`src/rtl/multicycle_control_unit.sv`:
```
// multicycle_control_unit: sequences one RV32I instruction at a time through
// FETCH/DECODE/EXEC/MEM/WB for the shared-memory multi-cycle datapath.
// Control outputs are decoded from the registered state and latched class.
// The handshake-dependent strobes also use the current inputs: ir_write and
// the store's pc_write follow mem_ready, and a branch's pc_src follows
// branch_taken. Illegal opcodes and memory timeouts park the FSM in TRAP.
module multicycle_control_unit #(
    parameter int MEM_TIMEOUT = 0,
    parameter bit ENABLE_JUMP = 1'b1,
    parameter int CNT_W       = 32
) (
    input  logic             clk,
    input  logic             rst_n,
    input  logic [6:0]       opcode,
    input  logic             branch_taken,
    input  logic             mem_ready,
    output logic             mem_req,
    output logic             mem_re,
    output logic             mem_we,
    output logic             mem_iord,
    output logic             ir_write,
    output logic             pc_write,
    output logic [1:0]       pc_src,
    output logic             alu_src,
    output logic [1:0]       aluop,
    output logic             reg_write,
    output logic [1:0]       wb_sel,
    output logic             trap,
    output logic             trap_cause,
    output logic [CNT_W-1:0] instret
);
    typedef enum logic [2:0] {
        S_IDLE, S_FETCH, S_DECODE, S_EXEC, S_MEM, S_WB, S_TRAP
    } state_t;

    typedef enum logic [2:0] {
        CL_R, CL_I, CL_L, CL_S, CL_B, CL_JAL, CL_JALR
    } class_t;

    // Wait counter only has to reach MEM_TIMEOUT-1; the timeout fires on the
    // edge that would have taken it to MEM_TIMEOUT.
    localparam int WCW = (MEM_TIMEOUT > 1) ? $clog2(MEM_TIMEOUT) : 1;
    localparam logic [WCW-1:0] TO_LAST = WCW'((MEM_TIMEOUT > 0) ? MEM_TIMEOUT - 1 : 0);

    state_t           r_state;
    class_t           r_cls;
    logic [WCW-1:0]   r_wait;
    logic             r_trap;
    logic             r_cause;
    logic [CNT_W-1:0] r_instret;

    class_t w_cls;
    logic   w_legal;
    logic   w_timeout;

    // Opcode classification; jumps are only legal when enabled.
    always_comb begin
        w_cls   = CL_R;
        w_legal = 1'b1;
        case (opcode)
            7'b0110011: w_cls = CL_R;
            7'b0010011: w_cls = CL_I;
            7'b0000011: w_cls = CL_L;
            7'b0100011: w_cls = CL_S;
            7'b1100011: w_cls = CL_B;
            7'b1101111: begin w_cls = CL_JAL;  w_legal = ENABLE_JUMP; end
            7'b1100111: begin w_cls = CL_JALR; w_legal = ENABLE_JUMP; end
            default:    w_legal = 1'b0;
        endcase
    end

    // A ready on the final allowed wait cycle still completes the access.
    assign w_timeout = (MEM_TIMEOUT > 0) && !mem_ready && (r_wait == TO_LAST);

    // State sequencing, class latch, wait counter, sticky trap and instret.
    always_ff @(posedge clk or negedge rst_n) begin
        if (!rst_n) begin
            r_state   <= S_IDLE;
            r_cls     <= CL_R;
            r_wait    <= '0;
            r_trap    <= 1'b0;
            r_cause   <= 1'b0;
            r_instret <= '0;
        end else begin
            case (r_state)
                S_IDLE: begin
                    r_state <= S_FETCH;
                    r_wait  <= '0;
                end
                S_FETCH, S_MEM: begin
                    if (mem_ready) begin
                        if (r_state == S_FETCH) begin
                            r_state <= S_DECODE;
                        end else if (r_cls == CL_L) begin
                            r_state <= S_WB;
                        end else begin
                            r_state   <= S_FETCH;
                            r_wait    <= '0;
                            r_instret <= r_instret + CNT_W'(1);
                        end
                    end else if (w_timeout) begin
                        r_state <= S_TRAP;
                        r_trap  <= 1'b1;
                        r_cause <= 1'b1;
                    end else if (MEM_TIMEOUT > 0) begin
                        r_wait <= r_wait + WCW'(1);
                    end
                end
                S_DECODE: begin
                    if (w_legal) begin
                        r_cls   <= w_cls;
                        r_state <= S_EXEC;
                    end else begin
                        r_state <= S_TRAP;
                        r_trap  <= 1'b1;
                        r_cause <= 1'b0;
                    end
                end
                S_EXEC: begin
                    if (r_cls == CL_B) begin
                        r_state   <= S_FETCH;
                        r_wait    <= '0;
                        r_instret <= r_instret + CNT_W'(1);
                    end else if (r_cls == CL_L || r_cls == CL_S) begin
                        r_state <= S_MEM;
                        r_wait  <= '0;
                    end else begin
                        r_state <= S_WB;
                    end
                end
                S_WB: begin
                    r_state   <= S_FETCH;
                    r_wait    <= '0;
                    r_instret <= r_instret + CNT_W'(1);
                end
                default: r_state <= S_TRAP;
            endcase
        end
    end

    // Datapath controls decoded from state and latched class.
    always_comb begin
        mem_req   = 1'b0;
        mem_re    = 1'b0;
        mem_we    = 1'b0;
        mem_iord  = 1'b0;
        ir_write  = 1'b0;
        pc_write  = 1'b0;
        pc_src    = 2'b00;
        alu_src   = 1'b0;
        aluop     = 2'b00;
        reg_write = 1'b0;
        wb_sel    = 2'b00;
        case (r_state)
            S_FETCH: begin
                mem_req  = 1'b1;
                mem_re   = 1'b1;
                ir_write = mem_ready;
            end
            S_EXEC: begin
                case (r_cls)
                    CL_R:    aluop = 2'b10;
                    CL_I:    begin alu_src = 1'b1; aluop = 2'b10; end
                    CL_L,
                    CL_S,
                    CL_JALR: alu_src = 1'b1;
                    CL_B: begin
                        aluop    = 2'b01;
                        pc_write = 1'b1;
                        pc_src   = branch_taken ? 2'b01 : 2'b00;
                    end
                    default: ;
                endcase
            end
            S_MEM: begin
                mem_req  = 1'b1;
                mem_iord = 1'b1;
                alu_src  = 1'b1;
                mem_re   = (r_cls == CL_L);
                mem_we   = (r_cls == CL_S);
                pc_write = (r_cls == CL_S) && mem_ready;
            end
            S_WB: begin
                reg_write = 1'b1;
                pc_write  = 1'b1;
                case (r_cls)
                    CL_L:    wb_sel = 2'b01;
                    CL_JAL:  begin wb_sel = 2'b10; pc_src = 2'b01; end
                    CL_JALR: begin wb_sel = 2'b10; pc_src = 2'b10; end
                    default: ;
                endcase
            end
            default: ;
        endcase
    end

    assign trap       = r_trap;
    assign trap_cause = r_cause;
    assign instret    = r_instret;

endmodule

```
`config.mk`:
```
export PLATFORM = sky130hd
export DESIGN_NAME = multicycle_control_unit
export DESIGN_NICKNAME = d
export VERILOG_FILES = /design/src/rtl/multicycle_control_unit.sv
export SDC_FILE = /design/constraint.sdc
export NUM_CORES = 1
export LEC_CHECK = 0
export CAP_MARGIN = 40
export CORE_UTILIZATION = 30
export CTS_BUF_LIST = sky130_fd_sc_hd__clkbuf_8
export DETAILED_ROUTE_END_ITERATION = 6
export DONT_BUFFER_PORTS = 1
export GPL_TIMING_DRIVEN = 1
export PLACE_DENSITY_LB_ADDON = 0.1
export SLEW_MARGIN = 20
export SYNTH_ARGS = -nofsm -noshare
export SYNTH_HDL_FRONTEND = slang
export SYNTH_SLANG_ARGS = --single-unit
```
`constraint.sdc`:
```
create_clock -name clk -period 1.8 [get_ports clk]
set_input_delay 0.18 -clock clk [delete_from_list [all_inputs] [get_ports clk]]
set_output_delay 0.18 -clock clk [all_outputs]
set_load 0.005 [all_outputs]
```
==> run summary <==
RUN STATUS
--------------------------------------------------------------------------------
Run status                                                          finished clean

CRITICAL PATH
--------------------------------------------------------------------------------
Worst Path Arrival                                                       1560 ps
Crit start category                                                     register
Required time of the critical path                                       1620 ps
Launch point of the worst reg-to-reg path                             r_state[1]
Type of the worst setup path                                        register to output port
Launching instance or port of the critical path                       r_state[0]
Crit path max fanout                                                           4
Crit path capture type                                               output port

PLACED DESIGN
--------------------------------------------------------------------------------
Post-DP HPWL                                                             4414 µm
Total cell area at the placement stage                                  2754 µm²
Post-Place Worst Slack                                                  63.18 ps
Placer Congestion                                                         0.7716
Number of input and output port buffers inserted                               0

LOGIC SYNTHESIS
--------------------------------------------------------------------------------
Simple-gate portion of the synthesized area                               0.2055
Number of synthesized register bits                                           39
Post-synthesis sequential area ratio                                      0.4069
Share of cell area taken by muxes after synthesis                       0.004695
Count of unique library cells instantiated by Yosys                           50
Average footprint of a synthesized cell                                10.61 µm²
Area share of the leading cell type in the synthesized netlist            0.4069
Leading cell types by count after synthesis                         sky130_fd_sc_hd__dfrtp_1, sky130_fd_sc_hd__xor2_1, sky130_fd_sc_hd__nand2_1
Synthesized instance count                                                   226
Synth area leaders                                                  sky130_fd_sc_hd__dfrtp_1, sky130_fd_sc_hd__xor2_1, sky130_fd_sc_hd__a2111oi_2
Post-synthesis async set-or-reset flop share                               1.000
Dominant combinational cell family by area after synthesis          simple AND/OR/NAND/NOR gates
Mapped Nets                                                                  238
Cell with the most instances after synthesis                        sky130_fd_sc_hd__dfrtp_1
EDFF count, synth                                                              0
Area leader, netlist                                                sky130_fd_sc_hd__dfrtp_1
Synth Area in Adders                                                    0.005216
Cell area after synthesis                                               2399 µm²
XOR/XNOR share of the synthesized area                                    0.1205
Most used DFF post-synth                                            sky130_fd_sc_hd__dfrtp_1
Compound-cell area share of the yosys netlist                             0.2055
Number of warning messages in the yosys log                                    0

GLOBAL ROUTING
--------------------------------------------------------------------------------
Number of antenna violations at the first check in global routing              0
Pin count of the biggest net entering global routing                          40
GRT Residual Overflow                                                          0
First-pass GRT wire length                                              10030 µm
Via count of the first global-routing pass                                  1878
Combined global-route utilization of all metal layers                     0.1543

DIE
--------------------------------------------------------------------------------
Number of top-level pins                                                      59
Horizontal die dimension                                                91.42 µm
Core area                                                               7727 µm²
Vert. Die Dim                                                           91.42 µm
Area of the die                                                         8357 µm²
Starting Density                                                          0.3104
FP Rows                                                                       32

PWR
--------------------------------------------------------------------------------
Areal power density over the cells                                   1274 nW/µm²
Peak supply drop                                                       0.3848 mV
Lkg Pwr                                                                 1.063 nW

FINISH
--------------------------------------------------------------------------------
Area overhead of the layout relative to synthesis                         23.79%
Count of antenna diodes in the layout                                          0
Fillcell total                                                               780
Nets                                                                         273
Layout cell share with drive strength beyond 1                            0.3092
Final instance area                                                     2969 µm²

DETAILED ROUTING
--------------------------------------------------------------------------------
Vias per cell                                                              5.192
Post-detailed-routing wire length                                        6019 µm
Antenna-violating nets left                                                    0
Post-route DRC                                                                 0
Detailed-routing iteration count for the pre-antenna-repair pass               4
WL per Instance                                                         16.54 µm
Number of DRC markers in iteration 0                                          41
Vias after detailed routing                                                 1890

WORST HOLD PATH
--------------------------------------------------------------------------------
Classification of the worst-slack hold path                         input pin to register
Startpoint of the tightest hold check path                             opcode[4]

CLOCKING
--------------------------------------------------------------------------------
Clock tree from TritonCTS                                                    yes
Number of buffers inserted during clock tree synthesis                         5
Latest clock arrival within the worst-skew pair                           290 ps
Clock root cell                                                     sky130_fd_sc_hd__clkbuf_8
Number of clock sinks                                                         39
Number of buffers between clock root and the deepest sink                      2
H-tree depth reported by CTS                                                   2
Reg clk slew, reported paths                                               70 ps

STA
--------------------------------------------------------------------------------
Setup slack of the critical path after layout                           55.65 ps
Total count of hold-check failures in the final report                         0
Setup repair after global routing missed its margin                          yes
Worst clock skew                                                        10.12 ps
Final slew viol count                                                          0
Maximum frequency from static timing analysis                          573.3 MHz
Period Utilization, post-route                                            0.9691
Shortest period the worst path allows                                    1744 ps
Count of final setup violators                                                 0

JOB
--------------------------------------------------------------------------------
Max_cap viols                                                                  0

## worst paths after layout
path                                to  slack (ps)  cells after the start
max in group asynchronous   instret[5]        1230                      2
min in group asynchronous  instret[22]         350                      2
setup reg to reg            instret[1]         100                      7
hold reg to reg            instret[31]         500                      1
hold / removal                r_cls[1]          80                      2
setup / recovery                mem_re          60                      4
## logic make-up after synthesis
kind of cell             Yosys count
adder cells (fa/ha/maj)            1
multiplexers                       1
XOR/XNOR                          33
flip-flops                        39
buffers and inverters             21
other                              1
AND/OR/NAND/NOR                   81
AO/OA/AOI/OAI                     49
## state kept, by name (all words and copies together), names as in the netlist
signal   cells
trap         1
r_cls        3
instret     32
r_state      3
## where the power goes
group	total (mW)	switching, mW	leakage [nW]	internal [mW]
Combinational	1.90	1.08	0.609	0.823
Sequential	1.22	0.150	0.398	1.07
Clock	0.662	0.317	0.0557	0.345
## layer usage
layer	GRT usage	vias up	wire (µm)
met5	0	-	0
met4	0.05291	0	67
met3	0.04439	4	349
met2	0.2387	46	2863
met1	0.2049	937	2739
li1	-	903	-
## what timing repair did
item | in CTS | in global routing
endpoints found under the setup margin | 2 | 12
gates resized for setup | 2 | 9
hold buffers | 2 | 0
buffers inserted | 2 | 2
hold endpoints to repair | 39 | 0
pin swaps | 0 | 4
## cell type report
| cell class | count | area [µm²] | area share |
|---|---|---|---|
| multi-input combinational | 166 | 1354 | 0.4560 |
| sequential | 39 | 975.9 | 0.3287 |
| timing repair buffer | 41 | 376.6 | 0.1268 |
| tap | 102 | 127.6 | 0.04298 |
| clock buffer | 7 | 96.34 | 0.03245 |
| inverter | 8 | 35.03 | 0.01180 |
| clock inverter | 1 | 3.754 | 0.001264 |
## through the flow
stage               instances  utilization  total power [mW]  hold WS, ps  setup TNS (ps)
floorplan                 226            -             2.363       -115.6               0
global placement          350       0.3564             3.017       -114.1               0
detailed placement        350       0.3564             3.014       -114.2               0
CTS                       362       0.3763             3.765        79.13               0
global route              364       0.3842             4.059        80.44          -28.29
finish                    364       0.3842             3.782        79.83               0
## critical path: stages (launching register included)
cell and delay, ps:
sky130_fd_sc_hd__dfrtp_1 390, sky130_fd_sc_hd__buf_4 150, sky130_fd_sc_hd__or2b_1 230, sky130_fd_sc_hd__or3_4 370, sky130_fd_sc_hd__a21oi_2 140
## cell usage in the layout (no fill, tap or decap), drive strengths merged, types with 3 or more instances in the layout
master,netlist,routed
buf,10,40
dfrtp,39,39
xor2,28,28
nand2,18,18
a211oi,14,14
a2111oi,14,14
nand3,11,11
a21oi,9,9
inv,7,8
clkbuf,3,7
nand4,7,7
nor2,6,6
and4,6,6
and3,5,5
nor3,5,5
xnor2,5,5
nor2b,3,3
or2,3,3
nor3b,3,3
Power figures use the tool's default switching activity.
